==> src/rtl/reg_pair_sequencer_if.sv <==
// reg_pair_sequencer_if: byte-level request/response channel between the CPU datapath and the nibble sequencer.
interface reg_pair_sequencer_if #(parameter int ADDR_W = 4);
  logic              req_valid;
  logic              req_ready;
  logic              req_write;
  logic [ADDR_W-2:0] req_reg;
  logic [7:0]        req_wdata;
  logic              rsp_valid;
  logic              rsp_ready;
  logic [7:0]        rsp_rdata;
  modport master (
    output req_valid, req_write, req_reg, req_wdata, rsp_ready,
    input  req_ready, rsp_valid, rsp_rdata
  );
  modport slave (
    input  req_valid, req_write, req_reg, req_wdata, rsp_ready,
    output req_ready, rsp_valid, rsp_rdata
  );
endinterface

==> src/rtl/reg_pair_sequencer.sv <==
// reg_pair_sequencer: splits 8-bit register reads/writes into lo/hi nibble accesses on a 4-bit register file.
module reg_pair_sequencer #(
  parameter int ADDR_W = 4
) (
  input  logic              clk,
  input  logic              rst,
  reg_pair_sequencer_if.slave bus,
  output logic              busy,
  output logic              rf_wr_en,
  output logic [ADDR_W-1:0] rf_addr,
  output logic [3:0]        rf_wdata,
  input  logic [3:0]        rf_rdata
);
  localparam logic [2:0] IDLE   = 3'd0;
  localparam logic [2:0] WR_LO  = 3'd1;
  localparam logic [2:0] WR_HI  = 3'd2;
  localparam logic [2:0] RD_LO  = 3'd3;
  localparam logic [2:0] RD_HI  = 3'd4;
  localparam logic [2:0] RD_CAP = 3'd5;
  localparam logic [2:0] RSP    = 3'd6;
  logic [2:0]        state, nxt;
  logic [ADDR_W-2:0] reg_q, cur_reg;
  logic [7:0]        wdata_q, cur_wd;
  logic [3:0]        lo_q;
  logic [7:0]        rsp_rdata_q;
  logic              rsp_valid_q;
  assign busy          = state != IDLE;
  assign bus.req_ready = rst & (state == IDLE);
  assign bus.rsp_valid = rsp_valid_q;
  assign bus.rsp_rdata = rsp_rdata_q;
  // rf_* are registered from the next state, so the request fields must bypass the latch on acceptance
  assign cur_reg = (state == IDLE) ? bus.req_reg : reg_q;
  assign cur_wd  = (state == IDLE) ? bus.req_wdata : wdata_q;
  always_comb begin
    nxt = IDLE;
    case (state)
      IDLE:    nxt = bus.req_valid ? (bus.req_write ? WR_LO : RD_LO) : IDLE;
      WR_LO:   nxt = WR_HI;
      WR_HI:   nxt = IDLE;
      RD_LO:   nxt = RD_HI;
      RD_HI:   nxt = RD_CAP;
      RD_CAP:  nxt = RSP;
      RSP:     nxt = bus.rsp_ready ? IDLE : RSP;
      default: nxt = IDLE;
    endcase
  end
  always_ff @(posedge clk or negedge rst) begin
    if (!rst) begin
      state       <= IDLE;
      reg_q       <= '0;
      wdata_q     <= '0;
      lo_q        <= '0;
      rsp_rdata_q <= '0;
      rsp_valid_q <= 1'b0;
      rf_wr_en    <= 1'b0;
      rf_addr     <= '0;
      rf_wdata    <= '0;
    end else begin
      state <= nxt;
      if (state == IDLE && bus.req_valid) begin
        reg_q   <= bus.req_reg;
        wdata_q <= bus.req_wdata;
      end
      rf_wr_en <= (nxt == WR_LO) || (nxt == WR_HI);
      rf_addr  <= (nxt == WR_LO || nxt == RD_LO) ? {cur_reg, 1'b0} :
                  (nxt == WR_HI || nxt == RD_HI) ? {cur_reg, 1'b1} : '0;
      rf_wdata <= (nxt == WR_LO) ? cur_wd[3:0] : (nxt == WR_HI) ? cur_wd[7:4] : 4'h0;
      // register file read data lags the presented address by one cycle
      if (state == RD_HI) lo_q <= rf_rdata;
      if (state == RD_CAP) rsp_rdata_q <= {rf_rdata, lo_q};
      rsp_valid_q <= nxt == RSP;
    end
  end
endmodule

==> src/flat_wrapper.sv <==
// flat-port wrapper written by rule: the top's interface ports become plain ports
module reg_pair_sequencer_flat 
#(
  parameter int ADDR_W = 4
)
  (clk, rst, busy, rf_wr_en, rf_addr, rf_wdata, rf_rdata, bus_req_valid, bus_req_write, bus_req_reg, bus_req_wdata, bus_rsp_ready, bus_req_ready, bus_rsp_valid, bus_rsp_rdata);
  reg_pair_sequencer_if #(.ADDR_W(ADDR_W)) bus_i ();
  input  logic clk;
  input  logic rst;
  output logic busy;
  output logic rf_wr_en;
  output logic [ADDR_W-1:0] rf_addr;
  output logic [3:0] rf_wdata;
  input  logic [3:0] rf_rdata;
  input wire logic [$bits(bus_i.req_valid)-1:0] bus_req_valid;
  input wire logic [$bits(bus_i.req_write)-1:0] bus_req_write;
  input wire logic [$bits(bus_i.req_reg)-1:0] bus_req_reg;
  input wire logic [$bits(bus_i.req_wdata)-1:0] bus_req_wdata;
  input wire logic [$bits(bus_i.rsp_ready)-1:0] bus_rsp_ready;
  output wire logic [$bits(bus_i.req_ready)-1:0] bus_req_ready;
  output wire logic [$bits(bus_i.rsp_valid)-1:0] bus_rsp_valid;
  output wire logic [$bits(bus_i.rsp_rdata)-1:0] bus_rsp_rdata;
  assign bus_i.req_valid = bus_req_valid;
  assign bus_i.req_write = bus_req_write;
  assign bus_i.req_reg = bus_req_reg;
  assign bus_i.req_wdata = bus_req_wdata;
  assign bus_i.rsp_ready = bus_rsp_ready;
  assign bus_req_ready = bus_i.req_ready;
  assign bus_rsp_valid = bus_i.rsp_valid;
  assign bus_rsp_rdata = bus_i.rsp_rdata;
  reg_pair_sequencer #(.ADDR_W(ADDR_W)) u_core (.clk(clk), .rst(rst), .bus(bus_i), .busy(busy), .rf_wr_en(rf_wr_en), .rf_addr(rf_addr), .rf_wdata(rf_wdata), .rf_rdata(rf_rdata));
endmodule
==> config.mk <==
export PLATFORM = sky130hd
export DESIGN_NAME = reg_pair_sequencer_flat
export DESIGN_NICKNAME = d
export VERILOG_FILES = /design/src/rtl/reg_pair_sequencer_if.sv /design/src/rtl/reg_pair_sequencer.sv /design/src/flat_wrapper.sv
export SDC_FILE = /design/constraint.sdc
export NUM_CORES = 1
export LEC_CHECK = 0
export ABC_AREA = 1
export BUFFER_PORTS_ARGS = -buffer_cell sky130_fd_sc_hd__buf_4
export CAP_MARGIN = 15
export CORE_MARGIN = 3
export CORE_UTILIZATION = 55
export DETAILED_ROUTE_END_ITERATION = 8
export GPL_TIMING_DRIVEN = 0
export PLACE_DENSITY_LB_ADDON = 0.3
export SLEW_MARGIN = 20
export SYNTH_ARGS = -nofsm -noshare
export SYNTH_HDL_FRONTEND = slang
export SYNTH_SLANG_ARGS = --single-unit
==> constraint.sdc <==
create_clock -name clk -period 3.4 [get_ports clk]
set_input_delay 0.68 -clock clk [delete_from_list [all_inputs] [get_ports clk]]
set_output_delay 0.68 -clock clk [all_outputs]
set_load 0.01 [all_outputs]
==> metrics.txt <==
initial antenna violation count 0; Cells after Synth 152; Clock transition at path regs 0.11 ns; die width 58.1 um; fin. max-slew vios 0; most frequent cells after synthesis 52 x nand2_1, 36 x dfrtp_1, 14 x o21ai_0; register area share after synthesis 0.604; CP Launch Type flop; PD cells 884 nW/um^2; Crit-path slowest cell dfrtp_1; Syn Nets 172; critical path endpoint category output pin; Max Cap Viol 0; top cell type by total area after synthesis dfrtp_1; relative slew slack 0.711; synthesized area 1490 um^2; CP peak stage delay 0.45 ns; worst slew pin tran 0.433 ns; Post-Route WL 3040 um; Synth cell types 21; Synth top area share 0.604; data arrival time of the worst path 1.40 ns; total CTS buffers 5; Post-DP HPWL 2310 um; # resized after CTS 0; R2R depth 7; status complete, no violations; top_reg_cell synth dfrtp_1; clock skew 0.00941 ns; Die Height 58.1 um; placed cells 221; vias in the first global route 1176; Clock Tree Root clkbuf_4; crit path kind reg -> out; CTS sink count 36; setup_tns 0 ns; DRT iter0 DRCs 46; DR DRC count 0; Starting Density 0.591; Top delay family on crit path flip-flops; first-pass GRT wire length 5140 um; clock buffer depth 2; CTS tree built; post-route total power 1670 uW; VDD IR-drop max 554 uV; setup bufs post-CTS 0; post-place instance area 1820 um^2; Post-CTS Hold Fix Bufs 0; Yosys warnings 0; most frequent cell after synthesis nand2_1; Post-synth EDFFs 0; pin count of the biggest net entering global routing 38; fin crit share 0.612; Nets 218; worst path required time 2.72 ns; Leak 0.00105 uW; # rows 18; Final Cell Area 1880 um^2; worst skew pair latency 0.35 ns; gr usage total 0.206; largest cells by area after synthesis dfrtp_1 60%, nand2_1 13%, o21ai_0 4.7%; DR WL/cell 13.3 um; drt pass-1 iters 4; Final Wtd Congestion 0.786; Avg Synthesized Cell Area 9.81 um^2; Final Critical Period 2.08 ns; unrepaired setup endpoints after global routing no; critical path fanouts, max 10; vias per cell 5.18; die area 3370 um^2; Top-Level Pins 40; fmax 481 MHz; port buffer count 39; Yosys reg bits 36; vias 1186; ys async rst share 1.00; core area 2520 um^2; worst min path class in -> async; gr ovfl total 0; crit path buf inv count 3; share of cells above drive strength 1 0.327; CP Depth 5; H-tree lvl count 2; Final setup viols 0; Finished Layout Cells 229; final hold violations 0; Area Overhead vs Synth 26.3%; critical-path cell list inv_2 -> buf_6 -> nand2_4 -> nor2_1 -> buf_4; post-route ant nets 0; antenna diode count 0; Filler Cells Inserted 191
[metrics by stage]
stage,utilization,worst slack [ns],hold slack [ns]
detailed placement,0.722,1.31,0.466
floorplan,-,1.81,0.384
CTS,0.747,1.30,0.273
global placement,0.722,1.34,0.462
finish,0.747,1.32,0.262
global route,0.747,1.24,0.287
[power breakdown]
part	switching, uW	total, uW	internal, uW
registers	110	730	619
clock network	144	245	101
logic	380	691	310
[cells in the final DEF (no fill, tap or decap), drive strengths merged]
master	instances
clkbuf	7
mux2	4
a21oi	1
o21ai	16
inv	16
buf	44
nand3	10
nand2	54
clkinvlp	1
o2111ai	1
dfrtp	36
nor2	5
nand4	4
[metal layers]
metal / global-route usage / wire, um / vias to the layer above
li1: - / - / 579
met1: 0.241 / 1220 / 552
met2: 0.355 / 1540 / 45
met3: 0.0624 / 219 / 10
met4: 0.0762 / 62 / 0
met5: 0 / 0 / -
[cell families (layout without fill, tap and decap cells)]
kind of cell	count (synthesis)	in the layout	share of synthesized area
compound gates	18	18	0.0654
buf+inv	21	68	0.0688
flops	36	36	0.604
mux	4	4	0.0327
simple gates	73	73	0.229
[worst register-to-register path: cells and delay by family (launching register included)]
family                 cells  cell delay (ns)
buffers and inverters      1             0.17
flip-flops                 1             0.43
AND/OR/NAND/NOR            6             0.68
[path summary, 6_finish.rpt]
check | endpoint | slack (ns) | start
max | bus_req_ready | 1.32 | u_core.state[2]
min | u_core.rf_wdata[3] | 0.26 | rst
max reg2reg | u_core.rf_wdata[3] | 2.06 | u_core.state[1]
min reg2reg | u_core.reg_q[1] | 0.49 | u_core.reg_q[1]
max in group asynchronous | u_core.state[2] | 2.83 | rst
min in group clk | u_core.reg_q[1] | 0.49 | u_core.reg_q[1]
[flip-flops by register name, indices dropped and copies added (netlist names)]
signal                count
u_core.state              3
u_core.wdata_q            8
u_core.rf_wr_en           1
u_core.bus.rsp_valid      1
u_core.rf_addr            4
u_core.lo_q               4
u_core.bus.rsp_rdata      8
u_core.rf_wdata           4
u_core.reg_q              3
[final cells by class]
cell class / count / area (um^2) / share of cell area
buffer: 5 / 42.5 / 0.0226
inverter: 16 / 60.1 / 0.0319
multi-input combinational: 95 / 488 / 0.259
clock buffer: 7 / 55.1 / 0.0292
timing repair buffer: 39 / 293 / 0.155
tap: 30 / 37.5 / 0.0199
clock inverter: 1 / 7.51 / 0.00398
sequential: 36 / 901 / 0.478
(Power assumes the default switching activity.)
